### src/rtl/dvp_cam_pwr_seq_pkg.sv
// Shared definitions for the DVP camera power sequencer: state encoding,
// camera-config bit positions and small helpers used by the FSM.
package dvp_cam_pkg;

  localparam int STATE_W = 3;

  // Status readback encoding; software decodes state_o with these values.
  typedef enum logic [STATE_W-1:0] {
    ST_IDLE      = 3'd0,
    ST_PWDN_HOLD = 3'd1,
    ST_SETTLE    = 3'd2,
    ST_READY     = 3'd3,
    ST_SHUTDOWN  = 3'd4
  } seq_state_e;

  // Bit positions inside the config word; the camera controller uses the same ones.
  localparam int CFG_START_BIT = 0;
  localparam int CFG_PWDN_BIT  = 1;

  // Pin-level view of what the camera sees in a given state.
  typedef struct packed {
    logic start;
    logic pwdn;
  } cam_ctl_t;

  function automatic int max2(input int a, input int b);
    return (a > b) ? a : b;
  endfunction

  // XCLK runs in every state except IDLE; PWDN is held except while settling/ready.
  function automatic cam_ctl_t state_ctl(input seq_state_e s);
    cam_ctl_t c;
    c.start = 1'b0;
    c.pwdn  = 1'b1;
    case (s)
      ST_IDLE:      begin c.start = 1'b0; c.pwdn = 1'b1; end
      ST_PWDN_HOLD: begin c.start = 1'b1; c.pwdn = 1'b1; end
      ST_SETTLE:    begin c.start = 1'b1; c.pwdn = 1'b0; end
      ST_READY:     begin c.start = 1'b1; c.pwdn = 1'b0; end
      ST_SHUTDOWN:  begin c.start = 1'b1; c.pwdn = 1'b1; end
      default:      begin c.start = 1'b0; c.pwdn = 1'b1; end
    endcase
    return c;
  endfunction

endpackage

### src/rtl/dvp_cam_pwr_seq_if.sv
// Request/status bundle between the power sequencer and its controller.
interface dvp_cam_pwr_seq_if #(
  parameter int DVP_CAM_CFG_W = 32
) ();
  import dvp_cam_pkg::*;

  logic                     pwr_up_req_i;
  logic                     pwr_dn_req_i;
  logic [DVP_CAM_CFG_W-1:0] dcr_cam_cfg_o;
  logic                     cam_ready_o;
  logic                     busy_o;
  logic                     done_o;
  logic [STATE_W-1:0]       state_o;

  // Controller side: issues requests, observes status.
  modport master (
    output pwr_up_req_i, pwr_dn_req_i,
    input  dcr_cam_cfg_o, cam_ready_o, busy_o, done_o, state_o
  );

  // Sequencer side.
  modport slave (
    input  pwr_up_req_i, pwr_dn_req_i,
    output dcr_cam_cfg_o, cam_ready_o, busy_o, done_o, state_o
  );
endinterface

### src/rtl/dvp_cam_pwr_seq_timer.sv
// Loadable down-counter with zero flag; saturates at 0 so it never wraps.
module dvp_seq_timer #(
  parameter int W = 4
) (
  input  logic         clk,
  input  logic         rst_n,
  input  logic         load,
  input  logic [W-1:0] load_val,
  output logic [W-1:0] cnt,
  output logic         zero
);

  // Load has priority; otherwise count down and park at zero.
  always_ff @(posedge clk or negedge rst_n) begin
    if (!rst_n)          cnt <= '0;
    else if (load)       cnt <= load_val;
    else if (cnt != '0)  cnt <= cnt - W'(1);
  end

  assign zero = (cnt == '0);

endmodule

### src/rtl/dvp_cam_pwr_seq.sv
// DVP camera power sequencer: PWDN hold with XCLK running, release and settle,
// then READY; orderly shutdown on request, abortable mid power-up.
module dvp_cam_pwr_seq
  import dvp_cam_pkg::*;
#(
  parameter int DVP_CAM_CFG_W = 32,
  parameter int PWDN_HOLD_CYC = 125000,
  parameter int SETTLE_CYC    = 1250000
) (
  input  logic               clk,
  input  logic               rst_n,
  dvp_cam_pwr_seq_if.slave   bus
);

  localparam int TMR_W = $clog2(max2(PWDN_HOLD_CYC, SETTLE_CYC) + 1);
  localparam logic [TMR_W-1:0] HOLD_LD   = TMR_W'(PWDN_HOLD_CYC - 1);
  localparam logic [TMR_W-1:0] SETTLE_LD = TMR_W'(SETTLE_CYC - 1);

  seq_state_e       st, nxt;
  logic             tmr_load;
  logic [TMR_W-1:0] tmr_val;
  logic [TMR_W-1:0] tmr_cnt;
  logic             tmr_zero;
  logic             done_d, done_q;
  logic             up_req, dn_req;
  cam_ctl_t         ctl;

  // A simultaneous down request cancels an up request.
  assign dn_req = bus.pwr_dn_req_i;
  assign up_req = bus.pwr_up_req_i & ~bus.pwr_dn_req_i;

  dvp_seq_timer #(.W(TMR_W)) u_tmr (
    .clk      (clk),
    .rst_n    (rst_n),
    .load     (tmr_load),
    .load_val (tmr_val),
    .cnt      (tmr_cnt),
    .zero     (tmr_zero)
  );

  // State register plus registered done pulse.
  always_ff @(posedge clk or negedge rst_n) begin
    if (!rst_n) begin
      st     <= ST_IDLE;
      done_q <= 1'b0;
    end else begin
      st     <= nxt;
      done_q <= done_d;
    end
  end

  // Next state and timer loads; a timed state leaves on the edge where the timer reads 0.
  always_comb begin
    nxt      = st;
    tmr_load = 1'b0;
    tmr_val  = '0;
    case (st)
      ST_IDLE: begin
        if (up_req) begin
          nxt      = ST_PWDN_HOLD;
          tmr_load = 1'b1;
          tmr_val  = HOLD_LD;
        end
      end
      ST_PWDN_HOLD: begin
        if (dn_req) begin
          nxt      = ST_SHUTDOWN;
          tmr_load = 1'b1;
          tmr_val  = HOLD_LD;
        end else if (tmr_zero) begin
          nxt      = ST_SETTLE;
          tmr_load = 1'b1;
          tmr_val  = SETTLE_LD;
        end
      end
      ST_SETTLE: begin
        if (dn_req) begin
          nxt      = ST_SHUTDOWN;
          tmr_load = 1'b1;
          tmr_val  = HOLD_LD;
        end else if (tmr_zero) begin
          nxt = ST_READY;
        end
      end
      ST_READY: begin
        if (dn_req) begin
          nxt      = ST_SHUTDOWN;
          tmr_load = 1'b1;
          tmr_val  = HOLD_LD;
        end
      end
      ST_SHUTDOWN: begin
        if (tmr_zero) nxt = ST_IDLE;
      end
      default: nxt = ST_IDLE;
    endcase
  end

  // Outputs decoded from the registered state; done is flagged one edge early and registered.
  always_comb begin
    done_d = ((st == ST_SETTLE)   && (nxt == ST_READY)) ||
             ((st == ST_SHUTDOWN) && (nxt == ST_IDLE));
    ctl = state_ctl(st);
    bus.dcr_cam_cfg_o                = '0;
    bus.dcr_cam_cfg_o[CFG_START_BIT] = ctl.start;
    bus.dcr_cam_cfg_o[CFG_PWDN_BIT]  = ctl.pwdn;
    bus.cam_ready_o = (st == ST_READY);
    bus.busy_o      = (st == ST_PWDN_HOLD) || (st == ST_SETTLE) || (st == ST_SHUTDOWN);
    bus.done_o      = done_q;
    bus.state_o     = st;
  end

endmodule

### src/flat_wrapper.sv
// flat-port wrapper written by rule: the top's interface ports become plain ports
module dvp_cam_pwr_seq_flat import dvp_cam_pkg::*;
#(
  parameter int DVP_CAM_CFG_W = 32,
  parameter int PWDN_HOLD_CYC = 125000,
  parameter int SETTLE_CYC    = 1250000
)
  (clk, rst_n, bus_pwr_up_req_i, bus_pwr_dn_req_i, bus_dcr_cam_cfg_o, bus_cam_ready_o, bus_busy_o, bus_done_o, bus_state_o);
  dvp_cam_pwr_seq_if #(.DVP_CAM_CFG_W(DVP_CAM_CFG_W)) bus_i ();
  input  logic clk;
  input  logic rst_n;
  input wire logic [$bits(bus_i.pwr_up_req_i)-1:0] bus_pwr_up_req_i;
  input wire logic [$bits(bus_i.pwr_dn_req_i)-1:0] bus_pwr_dn_req_i;
  output wire logic [$bits(bus_i.dcr_cam_cfg_o)-1:0] bus_dcr_cam_cfg_o;
  output wire logic [$bits(bus_i.cam_ready_o)-1:0] bus_cam_ready_o;
  output wire logic [$bits(bus_i.busy_o)-1:0] bus_busy_o;
  output wire logic [$bits(bus_i.done_o)-1:0] bus_done_o;
  output wire logic [$bits(bus_i.state_o)-1:0] bus_state_o;
  assign bus_i.pwr_up_req_i = bus_pwr_up_req_i;
  assign bus_i.pwr_dn_req_i = bus_pwr_dn_req_i;
  assign bus_dcr_cam_cfg_o = bus_i.dcr_cam_cfg_o;
  assign bus_cam_ready_o = bus_i.cam_ready_o;
  assign bus_busy_o = bus_i.busy_o;
  assign bus_done_o = bus_i.done_o;
  assign bus_state_o = bus_i.state_o;
  dvp_cam_pwr_seq #(.DVP_CAM_CFG_W(DVP_CAM_CFG_W), .PWDN_HOLD_CYC(PWDN_HOLD_CYC), .SETTLE_CYC(SETTLE_CYC)) u_core (.clk(clk), .rst_n(rst_n), .bus(bus_i));
endmodule
### config.mk
export PLATFORM = sky130hd
export DESIGN_NAME = dvp_cam_pwr_seq_flat
export DESIGN_NICKNAME = d
export VERILOG_FILES = /design/src/rtl/dvp_cam_pwr_seq_pkg.sv /design/src/rtl/dvp_cam_pwr_seq_if.sv /design/src/rtl/dvp_cam_pwr_seq_timer.sv /design/src/rtl/dvp_cam_pwr_seq.sv /design/src/flat_wrapper.sv
export SDC_FILE = /design/constraint.sdc
export NUM_CORES = 1
export LEC_CHECK = 0
export ABC_AREA = 1
export BUFFER_PORTS_ARGS = -buffer_cell sky130_fd_sc_hd__buf_4
export CAP_MARGIN = 0
export CORE_ASPECT_RATIO = 1.2
export CORE_MARGIN = 3
export CORE_UTILIZATION = 35
export CTS_CLUSTER_DIAMETER = 200
export DETAILED_ROUTE_END_ITERATION = 16
export HOLD_SLACK_MARGIN = 0.06
export PLACE_DENSITY = 0.56
export SYNTH_ARGS = -nofsm -noshare
export SYNTH_HDL_FRONTEND = slang
export SYNTH_SLANG_ARGS = --single-unit
### constraint.sdc
create_clock -name clk -period 2.3 [get_ports clk]
set_input_delay 0.46 -clock clk [delete_from_list [all_inputs] [get_ports clk]]
set_output_delay 0.46 -clock clk [all_outputs]
set_load 0.05 [all_outputs]
* Word level (Yosys, flattened, before mapping) *
Cells that the tools add are included.

operators by class
  bitwise operators = 2
  reduce and logical (&&, ||, !) cells = 12
  add/sub/neg operators = 1
  shifts and indexed selects = 0
  multiplexer cells = 21
  $mul = 0
  magnitude comparators = 0
  equality and inequality tests = 5
  divide/modulo/power cells = 0

operators with widths
  cell                                                                   number
  21-bit two-way mux                                                     4
  21-bit one-hot mux with 3 select lines                                 1
  17-bit two-way mux                                                     2
  21-bit logical NOT                                                     1
  3-bit two-way mux                                                      7
  21-bit nonzero test                                                    1
  21-bit by 1-bit subtractor with 21-bit output (second input constant)  1
  3-bit one-hot mux with 5 select lines                                  1
  3-bit by 2-bit == test with 1-bit output (second input constant)       3
  3-bit logical NOT                                                      2
  1-bit two-way mux                                                      4
  2-bit one-hot mux with 2 select lines                                  1
  2-bit OR reduction                                                     2
  3-bit by 1-bit == test with 1-bit output (second input constant)       1
  3-bit == test (second input constant)                                  1
  1-bit logical OR                                                       3
  1-bit one-hot mux with 3 select lines                                  1
  1-bit logical AND                                                      2
  2-bit nonzero test                                                     1
  1-bit AND                                                              1
  1-bit inverter                                                         1

word-level totals
  output and inout port bits = 38
  input bits = 4
  ROM bits = 0
  logic and storage cells = 44
  bits in registers = 25
  RAM bits = 0
  memories kept = 0
  bits in latches = 0

* Longest topological paths before layout *
Gate-level depths: netlist of the first run.

  depth in word-level cells = 7
  depth in mapped cells = 11

* Hierarchy *
Synthesis of the first run repeated with hierarchy kept, for this count alone.

second synthesis, totals
  cell total of the unflattened synthesis = 308
  area total of the unflattened synthesis = 2100.8 um2

modules (own cells, without submodules)
  module           cells an instance  instances  seq. area each (um2)  area each (um2)
  dvp_seq_timer    223                1          525.5                 1517.7
  dvp_cam_pwr_seq  85                 1          100.1                 583.1

* Worst setup path after synthesis of the first run *
Ideal clock, no wire load.

  path kind = register -> output
  start = register u_core.st[1] (netlist: u_core.bus.state_o[1])
  end = output bus_busy_o
  path buffers = 0
  cell stages (with the launch flop) = 4
  arrival = 1.904 ns
  path slack = -0.064 ns
  path through = dfrtp_1 -> nand2_1 -> nor2_1 -> nand3b_1

between the ends
  cells in the longest elaborated chain, start to end = 3
  elaborated cells between the ends (all ways) = 5
  classes of those cells = eq/ne: 3; reduce/logical: 2

ends and longest elaborated chain
  item                                                                                                  line                    RTL
  start: declaration                                                                                    dvp_cam_pwr_seq.sv:19   seq_state_e st, nxt;
  start signal: assignment                                                                              dvp_cam_pwr_seq.sv:47   st <= nxt;
  3-bit by 1-bit == test with 1-bit output or 3-bit by 2-bit == test with 1-bit output (tied branches)  dvp_cam_pwr_seq.sv:108  bus.busy_o = (st == ST_PWDN_HOLD) || (st == ST_SETTLE) || (st == ST_SHUTDOWN);
  1-bit logical OR                                                                                      dvp_cam_pwr_seq.sv:108
  1-bit logical OR *                                                                                    dvp_cam_pwr_seq.sv:108
  end: declaration                                                                                      flat_wrapper.sv:16      output wire logic [$bits(bus_i.busy_o)-1:0] bus_busy_o;

Mark *: on every way between the ends. The rest lies on a longest branch, timed or not.

* Final worst setup path of the first run *
  start = register u_core.u_tmr.cnt[0]
  end = register u_core.u_tmr.cnt[9]

between the ends
  cells in the longest elaborated chain, start to end = 5
  elaborated cells between the ends (all ways) = 12
  classes of those cells = add/sub: 1; mux: 8; reduce/logical: 3

ends and longest elaborated chain
  item                                                                                   line                         RTL
  start: declaration                                                                     dvp_cam_pwr_seq_timer.sv:9   output logic [W-1:0] cnt,
  start signal: assignment                                                               dvp_cam_pwr_seq_timer.sv:16  else if (load) cnt <= load_val;
  start signal: assignment                                                               dvp_cam_pwr_seq_timer.sv:17  else if (cnt != '0) cnt <= cnt - W'(1);
  branches (longest 5 deep; another with 21-bit by 1-bit subtractor with 21-bit output)  -

Several ways; the timed one is not identified. The select of a mux whose other input is x is not followed.
A chain may end at the register's enable or synchronous reset.

==> metrics.yaml, run 1 <==
rsz0062_at_grt: "no"
die_h_microns: 86.1
worst_skew_pair.late_latency_ns: 0.27
cp_top_family: "simple AND/OR/NAND/NOR gates"
yosysTopAreaCell: "dfrtp_1"
period_needed_ns: 1.94
initial_core_util: 0.371
fin_skew_ns: 0.00738
synth_most_common_cell: "nand2_1"
fmax_mhz: 516
core_area_sq_um: 5040
required_ns: 2.47
routed_wl_microns: 3930
worst_path_largest_cell_delay_ns: 0.39
drcViolationCount: 0
report.final.hold_viol_count: 0
fillCellCount: 531
stdcell_area_sq_um: 1960
syn_inst: 246
status: "finished, final reports clean"
vias_per_cell: 4.56
die-area_sq_um: 6270
dpl-instance-area_sq_um: 1910
cp-start-kind: "flop"
finalSetupTns_ns: 0
avgSynthCellArea_sq_um: 7.61
grt_pass1_vias: 1385
cts_tree: "done"
grt_pass1_wl_microns: 6490
drtAntennaViolNets: 0
synth-main-ff-cell: "dfrtp_1"
maxCapViolCount: 0
yosysUniqueCellTypes: 31
gp_congestion: 0.849
syn-cell-area_sq_um: 1870
postCtsSetupBuffers: 0
synth_top_area_share: 0.334
postCtsHoldBufs: 0
ctsResizeCount: 0
first_pass_iters: 4
nets: 266
numClockSinks: 25
area_growth_pct: 4.54
drv_slew: 0
hpwlAfterDp_microns: 3100
cts_root_buf: "clkbuf_8"
ir_worst_vdd_v: 0.000554
cts_buffer_depth: 2
htreeDepth: 1
async_flop_share: 1.00
clk_pin_slew_ns: 0.10
synth_area_leaders: "dfrtp_1 (33%), buf_4 (12%), nand2_1 (9.6%), nor2_1 (7.2%), nand3_1 (5.3%)"
grt_start_max_net_pins: 26
diodes: 0
cp-end-kind: "flop"
antenna_found_initial: 0
yosys_register_bits: 25
cts_buffers: 3
yosys_warnings: 0
gr-usage-all-layers: 0.134
drive_gt1_frac: 0.165
wl_per_cell_microns: 12.3
io_pins: 42
regArea_sq_um: 626
p_leak_nw: 1.05
netlist_top_cells_count: "nand2_1 (48), nor2_1 (36), buf_4 (30), dfrtp_1 (25), inv_1 (23)"
placementRows: 28
slowest_stage: "dfrtp_1"
grt_overflow_total: 0
worstHoldPathType: "in -> async"
setup-violations-final: 0
multi_input_area_sq_um: 1010
crit_chain: "inv_2 > ha_1 > nand2_2 > nor2_4 > nand3_2 > nand2_4 > nand2_4 > nand3_1 > nand2_1 > nand2_1 > inv_1"
period_share: 0.842
drtIter0Drc: 61
fp.dieW_microns: 72.8
num_vias: 1459
crit_arrival_ns: 2.11
place.port_buffers: 11
ys_seq_area_frac: 0.334
synth_edf_count: 0
crit_buf_inv: 2
critPathMaxFanout: 11
criticalPathCategory: "reg -> reg"
power.density_nw_per_um2: 970
==> state kept, by name (all words and copies together) (netlist names) <==
signal	flops
u_core.bus.done_o	1
u_core.bus.state_o	3
u_core.u_tmr.cnt	21
==> layer usage <==
metal	vias up	share of wire	GRT usage
met5	-	0	0
met4	0	0.020	0.0503
met3	8	0.055	0.0223
met2	46	0.48	0.231
met1	666	0.44	0.166
li1	739	-	-
==> worst paths after layout <==
check | cells after the start | startpoint | endpoint | slack, ns
setup / recovery | 11 | u_core.u_tmr.cnt[0]$_DFFE_PN0P_ | u_core.u_tmr.cnt[9]$_DFFE_PN0P_ | 0.36
hold / removal | 1 | rst_n | u_core.u_tmr.cnt[12]$_DFFE_PN0P_ | 0.08
setup reg to reg | 11 | u_core.u_tmr.cnt[0]$_DFFE_PN0P_ | u_core.u_tmr.cnt[9]$_DFFE_PN0P_ | 0.36
hold reg to reg | 2 | u_core.u_tmr.cnt[19]$_DFFE_PN0P_ | u_core.u_tmr.cnt[19]$_DFFE_PN0P_ | 0.56
max in group asynchronous | 1 | rst_n | u_core.u_tmr.cnt[10]$_DFFE_PN0P_ | 1.96
min in group clk | 2 | bus_pwr_dn_req_i | u_core.bus.state_o[1]$_DFF_PN0_ | 0.34
==> cell families after synthesis <==
kind of cell	Yosys count	share of synthesized area
AO/OA/AOI/OAI	14	0.0514
XOR/XNOR	15	0.0701
adder cells (fa/ha/maj)	1	0.00668
buffers and inverters	58	0.188
flip-flops	25	0.334
other	1	0.00200
AND/OR/NAND/NOR	132	0.348
==> cells in the final DEF (no fill, tap or decap), types with 2 or more instances in the layout <==
| master | count |
|---|---|
| o21ai_1 | 2 |
| inv_2 | 3 |
| nand2_1 | 47 |
| nor2_2 | 8 |
| dfrtp_1 | 25 |
| nor2_4 | 2 |
| o21ai_0 | 4 |
| conb_1 | 30 |
| xor2_1 | 5 |
| nand2_4 | 4 |
| xnor2_1 | 10 |
| nand3_2 | 2 |
| nand2_2 | 4 |
| inv_1 | 23 |
| o221ai_1 | 2 |
| clkbuf_8 | 3 |
| a21oi_1 | 2 |
| nor2_1 | 36 |
| nand3_1 | 20 |
| nand4_1 | 5 |
| buf_4 | 12 |
==> area by class of cell <==
cell class,count,share of cell area
multi-input cells,192,0.514
repair buffers,12,0.0460
well taps,60,0.0383
flip-flops and latches,25,0.319
inverters,27,0.0588
clock buffers,4,0.0230
==> metrics by stage <==
step | total power, W | hold slack (ns) | util | setup WS [ns] | std cells
floorplan | 0.00145 | 0.164 | - | 0.123 | 275
global placement | 0.00164 | 0.394 | 0.379 | 0.440 | 316
detailed placement | 0.00163 | 0.391 | 0.379 | 0.383 | 316
CTS | 0.00191 | 0.0905 | 0.388 | 0.347 | 320
global route | 0.00204 | 0.100 | 0.388 | 0.145 | 320
finish | 0.00190 | 0.0785 | 0.388 | 0.363 | 320
==> worst reg2reg max path, cell delays in order, from the launching register on <==
cell,delay (ns)
dfrtp_1,0.39
inv_2,0.11
ha_1,0.24
nand2_2,0.13
nor2_4,0.18
nand3_2,0.27
nand2_4,0.18
nand2_4,0.09
nand3_1,0.09
nand2_1,0.05
nand2_1,0.06
inv_1,0.04
==> where the power goes <==
group,total (W),internal (W),switching [W]
clock network,0.000272,0.000124,0.000148
logic,0.000978,0.000290,0.000688
registers,0.000649,0.000540,0.000109
total,0.00190,0.000954,0.000945
No activity file was read; power rests on OpenSTA's default activity.
==> inputs of run 2 (changes only) <==
Settings changed: ABC_AREA 1 to 0.
Clock period 2.3 ns to 2 ns, I/O delays scaled along.
==> run 2 against run 1 <==
Compared with the run above:
- the run now ends with negative setup slack left
- wire length shrank 0.10%
- non-clock buffer count grew 25
- sequential share of layout area down 1.1 points
- design area increased by 4.2%
- core utilization up 5.0 points
- synthesized cell count fell by 22%
- global-route usage is essentially flat
==> metrics.yaml, run 2 <==
status: "finished with violations"
violations: "negative setup slack"
timing.rr.start: "u_core.u_tmr.cnt[17]$_DFFE_PN0P_"
syn_inst: 192  # -22%
drtAntennaViolNets: 0  # unchanged
synth_most_common_cell: "buf_4"
num_vias: 1434  # -1.7%
crit_buf_inv: 0  # -2
cp_top_family: "simple AND/OR/NAND/NOR gates"
crit_chain: "or4_4 > and4bb_2 > and4_4 > nand2b_1 > a311oi_2"
routed_wl_microns: 3920  # -0.10%
rr_worst_depth: 5  # -6
gp_congestion: 0.796  # -6.1%
syn-cell-area_sq_um: 1710  # -8.6%
async_flop_share: 1.00  # unchanged
avgSynthCellArea_sq_um: 8.92  # +17%
worst_skew_pair.late_latency_ns: 0.27  # about the same
hold_end: "u_core.bus.state_o[0]$_DFF_PN0_"
die_h_microns: 82.6  # -4.1%
initial_core_util: 0.367  # -0.00386
synth_area_leaders: "dfrtp_1 (37%), buf_4 (14%), xnor2_1 (3.6%), nor2_1 (3.5%), nand2_1 (3.3%)"
antenna_found_initial: 0  # unchanged
nets: 232  # -13%
rsz0062_at_grt: "yes"
grt_pass1_wl_microns: 6130  # -5.5%
htreeDepth: 1  # unchanged
core_area_sq_um: 4660  # -7.6%
finalSetupTns_ns: -0.203  # -0.203 ns
grt_overflow_total: 0  # unchanged
ir_worst_vdd_v: 0.000286  # -48%
area_growth_pct: 19.1
place.port_buffers: 11  # unchanged
synth_top_area_share: 0.365  # +0.0312
required_ns: 2.18  # -0.29 ns
netlist_top_cells_count: "buf_4 (31), dfrtp_1 (25), nor2_1 (16), nand2_1 (15), nor3_1 (11)"
io_pins: 42  # unchanged
ff2ff_setup_slack_ns: -0.06  # -0.42 ns
vias_per_cell: 5.05  # +11%
criticalPathCategory: "reg -> reg"
largest-register: "u_core.u_tmr.cnt"
synth_edf_count: 0  # unchanged
layout_setup_ws_ns: -0.0611  # -0.424 ns
cts_buffer_depth: 2  # unchanged
cp-end-kind: "flop"
grt_start_max_net_pins: 26  # unchanged
crit_arrival_ns: 2.24  # +0.13 ns
cts_buffers: 3  # unchanged
fmax_mhz: 485  # -6.0%
fin_skew_ns: 0.00339  # -0.00399 ns
clk_pin_slew_ns: 0.09  # about the same
report.final.hold_viol_count: 0  # unchanged
numClockSinks: 25  # unchanged
gr-usage-all-layers: 0.134  # -0.000355
yosysTopAreaCell: "dfrtp_1"
drv_slew: 0  # unchanged
worstHoldPathType: "in -> reg"
period_share: 1.03  # +0.189
min-delay-start: "bus_pwr_dn_req_i"
die-area_sq_um: 5770  # -7.9%
hpwlAfterDp_microns: 2910  # -5.9%
setup-violations-final: 7  # +7
yosysUniqueCellTypes: 44  # +42%
cts_tree: "done"
grt_pass1_vias: 1281  # -7.5%
drcViolationCount: 0  # unchanged
cp-start-kind: "flop"
drive_gt1_frac: 0.296  # +0.131
first_pass_iters: 4  # unchanged
worst_path_largest_cell_delay_ns: 0.53  # +0.14 ns
slowest_stage: "or4_4"
cts_root_buf: "clkbuf_8"
wl_per_cell_microns: 13.8  # +13%
drtIter0Drc: 96  # +57%
period_needed_ns: 2.06  # +0.124 ns
mostFrequentLayoutCell: "buf_4"
rr_endpoint: "u_core.u_tmr.cnt[19]$_DFFE_PN0P_"
min_path_cells: 2
diodes: 0  # unchanged
fp.dieW_microns: 69.9  # -4.0%
yosys_register_bits: 25  # unchanged
synth-main-ff-cell: "dfrtp_1"
mostFrequentLayoutCells: "buf_4 (36), conb_1 (30), dfrtp_1 (22)"
power.density_nw_per_um2: 945  # -2.5%
largest_register_ffs: 21  # unchanged
yosys_warnings: 0  # unchanged
placementRows: 27  # -3.6%
critPathMaxFanout: 5  # -6
ys_seq_area_frac: 0.365  # +0.0312
p_leak_nw: 0.918  # -13%
p_total_w: 0.00193  # +1.6%
maxCapViolCount: 0  # unchanged
## run 2: cells by family after synthesis
family                   after synthesis  synth area share
adder cells (fa/ha/maj)                1           0.00730
AO/OA/AOI/OAI                         34             0.136
AND/OR/NAND/NOR                       79             0.266
other                                  1           0.00219
multiplexers                           2            0.0117
flip-flops                            25             0.365
buffers and inverters                 40             0.161
XOR/XNOR                              10            0.0511
## run 2: per-layer routing
layer / global-route usage / share of wire / vias to the layer above / wire [microns]
li1: - / - / 695 / -
met1: 0.166 / 0.44 / 692 / 1740
met2: 0.241 / 0.50 / 42 / 1970
met3: 0.0133 / 0.041 / 5 / 161
met4: 0.0517 / 0.014 / 0 / 56
met5: 0 / 0 / - / 0
## run 2: cell type report
cell class / count / area, sq um
timing repair buffer: 37 / 280
sequential: 25 / 629
inverter: 4 / 15.0
clock buffer: 4 / 45.0
multi-input combinational: 156 / 998
tap: 58 / 72.6
fill: 472 / 2620
## run 2: what timing repair did
action                                 4_1_cts  5_1_grt
setup endpoints to repair                   10       16
endpoints found under the hold margin       25        0
pin swaps                                    5        2
gates resized for setup                      3        6
gates cloned                                 0        0
hold buffers                                 1        0
setup buffers                                1        2
## run 2: report_power, final
part           total [W]  internal [W]  leakage, nW  switching [W]
Clock           0.000309      0.000143       0.0228       0.000166
Sequential      0.000712      0.000590        0.299       0.000122
Combinational   0.000908      0.000333        0.596       0.000575
Total            0.00193       0.00107        0.918       0.000863
## run 2: how the worst max path moves through the flow
stage / start / endpoint / slack [ns] / cells past startpoint
after floorplan: u_core.u_tmr.cnt[18]$_DFFE_PN0P_ / u_core.u_tmr.cnt[1]$_DFFE_PN0P_ / -0.04 / 5
after global placement: u_core.u_tmr.cnt[18]$_DFFE_PN0P_ / u_core.u_tmr.cnt[4]$_DFFE_PN0P_ / -0.11 / 6
after detailed placement: u_core.u_tmr.cnt[18]$_DFFE_PN0P_ / u_core.u_tmr.cnt[4]$_DFFE_PN0P_ / -0.09 / 6
after CTS: u_core.u_tmr.cnt[17]$_DFFE_PN0P_ / u_core.u_tmr.cnt[19]$_DFFE_PN0P_ / -0.04 / 5
after global routing: u_core.u_tmr.cnt[18]$_DFFE_PN0P_ / u_core.bus.state_o[0]$_DFF_PN0_ / -0.12 / 6
final: u_core.u_tmr.cnt[17]$_DFFE_PN0P_ / u_core.u_tmr.cnt[19]$_DFFE_PN0P_ / -0.06 / 5
## run 2: worst register-to-register path, stage by stage (launching register included)
cell	delay, ns
dfrtp_1	0.41
or4_4	0.53
and4bb_2	0.37
and4_4	0.28
nand2b_1	0.11
a311oi_2	0.27
## run 2: per-stage QoR
stage	hold WS [ns]	setup WS [ns]	std cells	utilization	instance area [sq um]
global route	0.311	-0.123	284	0.438	2040
CTS	0.306	-0.0419	282	0.428	2000
floorplan	0.104	-0.0416	221	-	1860
detailed placement	0.331	-0.0901	276	0.411	1910
global placement	0.330	-0.108	276	0.411	1910
finish	0.310	-0.0611	284	0.438	2040
==> inputs of run 3 (changes only) <==
Clock period 2 ns to 2.64 ns, I/O delays scaled along.
==> run 3 against run 2 <==
Compared with the run above:
- the run now ends clean
- critical path depth stayed put
- sequential share of layout area grew 3.9 points
- sequential cell count is the same
- via count decreased by 8.2%
- core utilization shrank 5.2 points
- critical endpoint is now u_core.u_tmr.cnt[1]$_DFFE_PN0P_
- non-clock buffer count shrank 22
==> metrics.yaml, run 3 (synthesis gave the netlist of run 2 again) <==
status: "finished, final reports clean"
drcViolationCount: 0  # unchanged
power.density_nw_per_um2: 758  # -20%
mostFrequentLayoutCell: "conb_1"
cp-start-kind: "flop"
largest-register: "u_core.u_tmr.cnt"
drtAntennaViolNets: 0  # unchanged
gp_congestion: 0.810  # +1.7%
p_total_w: 0.00136  # -29%
mostFrequentLayoutCells: "conb_1 (30), dfrtp_1 (25), nand2_1 (15), nor2_1 (15), buf_4 (15)"
criticalPathCategory: "reg -> reg"
period_needed_ns: 2.23  # +0.168 ns
grt_start_max_net_pins: 26  # unchanged
maxCapViolCount: 0  # unchanged
io_pins: 42  # unchanged
routed_wl_microns: 3470  # -12%
critPathMaxFanout: 8  # +3
numClockSinks: 25  # unchanged
crit_arrival_ns: 2.40  # +0.16 ns
cp-end-kind: "flop"
regArea_sq_um: 626  # -0.60%
grt_pass1_vias: 1178  # -8.0%
nets: 210  # -9.5%
placementRows: 27  # unchanged
core_area_sq_um: 4660  # unchanged
worstHoldPathType: "in -> async"
grt_overflow_total: 0  # unchanged
finalSetupTns_ns: 0  # +0.203 ns
wl_per_cell_microns: 13.2  # -4.1%
area_growth_pct: 5.11
hpwlAfterDp_microns: 2590  # -11%
antenna_found_initial: 0  # unchanged
clk_pin_slew_ns: 0.09  # about the same
drtIter0Drc: 68  # -29%
required_ns: 2.81  # +0.63 ns
cts_buffer_depth: 2  # unchanged
num_vias: 1317  # -8.2%
cts_buffers: 3  # unchanged
preCtsSetupSlack_ns: 0.432  # +0.522 ns
fp.dieW_microns: 69.9  # unchanged
layout_setup_ws_ns: 0.411  # +0.472 ns
worst_path_largest_cell_delay_ns: 0.56  # +0.03 ns
htreeDepth: 1  # unchanged
largest_register_ffs: 21  # unchanged
ctsResizeCount: 0  # -3
diodes: 0  # unchanged
die_h_microns: 82.6  # unchanged
tightest_slew_ns: 0.512
rsz0062_at_grt: "no"
cts_root_buf: "clkbuf_8"
initial_core_util: 0.367  # unchanged
grt_pass1_wl_microns: 5700  # -7.1%
place.port_buffers: 11  # unchanged
postCtsSetupBuffers: 0  # -1
drive_gt1_frac: 0.176  # -0.120
crit_buf_inv: 0  # unchanged
postCtsHoldBufs: 0  # -1
setup-violations-final: 0  # -7
cp_top_family: "simple AND/OR/NAND/NOR gates"
slowest_stage: "or4_4"
fin_hold_ws_ns: 0.146  # -0.164 ns
relSlewSlack: 0.654
worst_skew_pair.late_latency_ns: 0.27  # about the same
fmax_mhz: 449  # -7.5%
crit_chain: "or4_4 > and4bb_2 > nand4_4 > or3_1 > a21o_1"
vias_per_cell: 5.03  # -0.45%
first_pass_iters: 4  # unchanged
gr-usage-all-layers: 0.126  # -0.00829
report.final.hold_viol_count: 0  # unchanged
die-area_sq_um: 5770  # unchanged
p_leak_nw: 0.782  # -15%
post-route-util: 0.386  # -0.0515
ir_worst_vdd_v: 0.000197  # -31%
fillCellCount: 465  # -1.5%
period_share: 0.844  # -0.186
multi_input_area_sq_um: 930  # -6.9%
fin_skew_ns: 0.00304  # -0.000347 ns
drv_slew: 0  # unchanged
cts_tree: "done"
## run 3: cell count changes in the layout (fill, tap and decap cells not counted), moves of 2 or more
| cell | previous run | this run |
|---|---|---|
| dfrtp_2 | 3 | 0 |
| nor3_2 | 3 | 1 |
| nor3_1 | 8 | 11 |
| dfrtp_1 | 22 | 25 |
| buf_4 | 36 | 15 |
## run 3: path summary, 6_finish.rpt
kind	depth (start not counted)	end	startpoint	slack (ns)
min in group clk	2	u_core.bus.state_o[0]$_DFF_PN0_	bus_pwr_dn_req_i	0.44
min	1	u_core.u_tmr.cnt[14]$_DFFE_PN0P_	rst_n	0.15
max	5	u_core.u_tmr.cnt[1]$_DFFE_PN0P_	u_core.u_tmr.cnt[16]$_DFFE_PN0P_	0.41
min reg2reg	1	u_core.u_tmr.cnt[14]$_DFFE_PN0P_	u_core.u_tmr.cnt[14]$_DFFE_PN0P_	0.54
max in group asynchronous	1	u_core.u_tmr.cnt[9]$_DFFE_PN0P_	rst_n	2.25
max reg2reg	5	u_core.u_tmr.cnt[1]$_DFFE_PN0P_	u_core.u_tmr.cnt[16]$_DFFE_PN0P_	0.41
## run 3: area by class of cell
type                       count  share of cell area
timing repair buffer          15              0.0625
multi-input combinational    156               0.516
inverter                       4             0.00834
tap                           58              0.0403
clock buffer                   4              0.0250
sequential                    25               0.347
## run 3: worst register-to-register path: cells and delay by family, from the launching register on
family | cells | cell delay (ns)
DFF | 1 | 0.43
AOI/OAI and AO/OA | 1 | 0.18
and+or+nand+nor | 4 | 1.52
## run 3: per-stage QoR
| stage | cell area [sq um] | std cells |
|---|---|---|
| floorplan | 1830 | 221 |
| global placement | 1760 | 258 |
| detailed placement | 1760 | 258 |
| CTS | 1800 | 262 |
| global route | 1800 | 262 |
| finish | 1800 | 262 |
## run 3: report_power, final
part	internal, W	switching, W
Clock	0.000108	0.000121
Combinational	0.000192	0.000409
Sequential	0.000445	0.0000885
## run 3: metal layers
metal | track usage | vias to the layer above | wire length, microns
met1 | 0.153 | 617 | 1510
met2 | 0.215 | 47 | 1660
met5 | 0 | - | 0
met4 | 0.0651 | 0 | 106
li1 | - | 644 | -
met3 | 0.0218 | 9 | 191
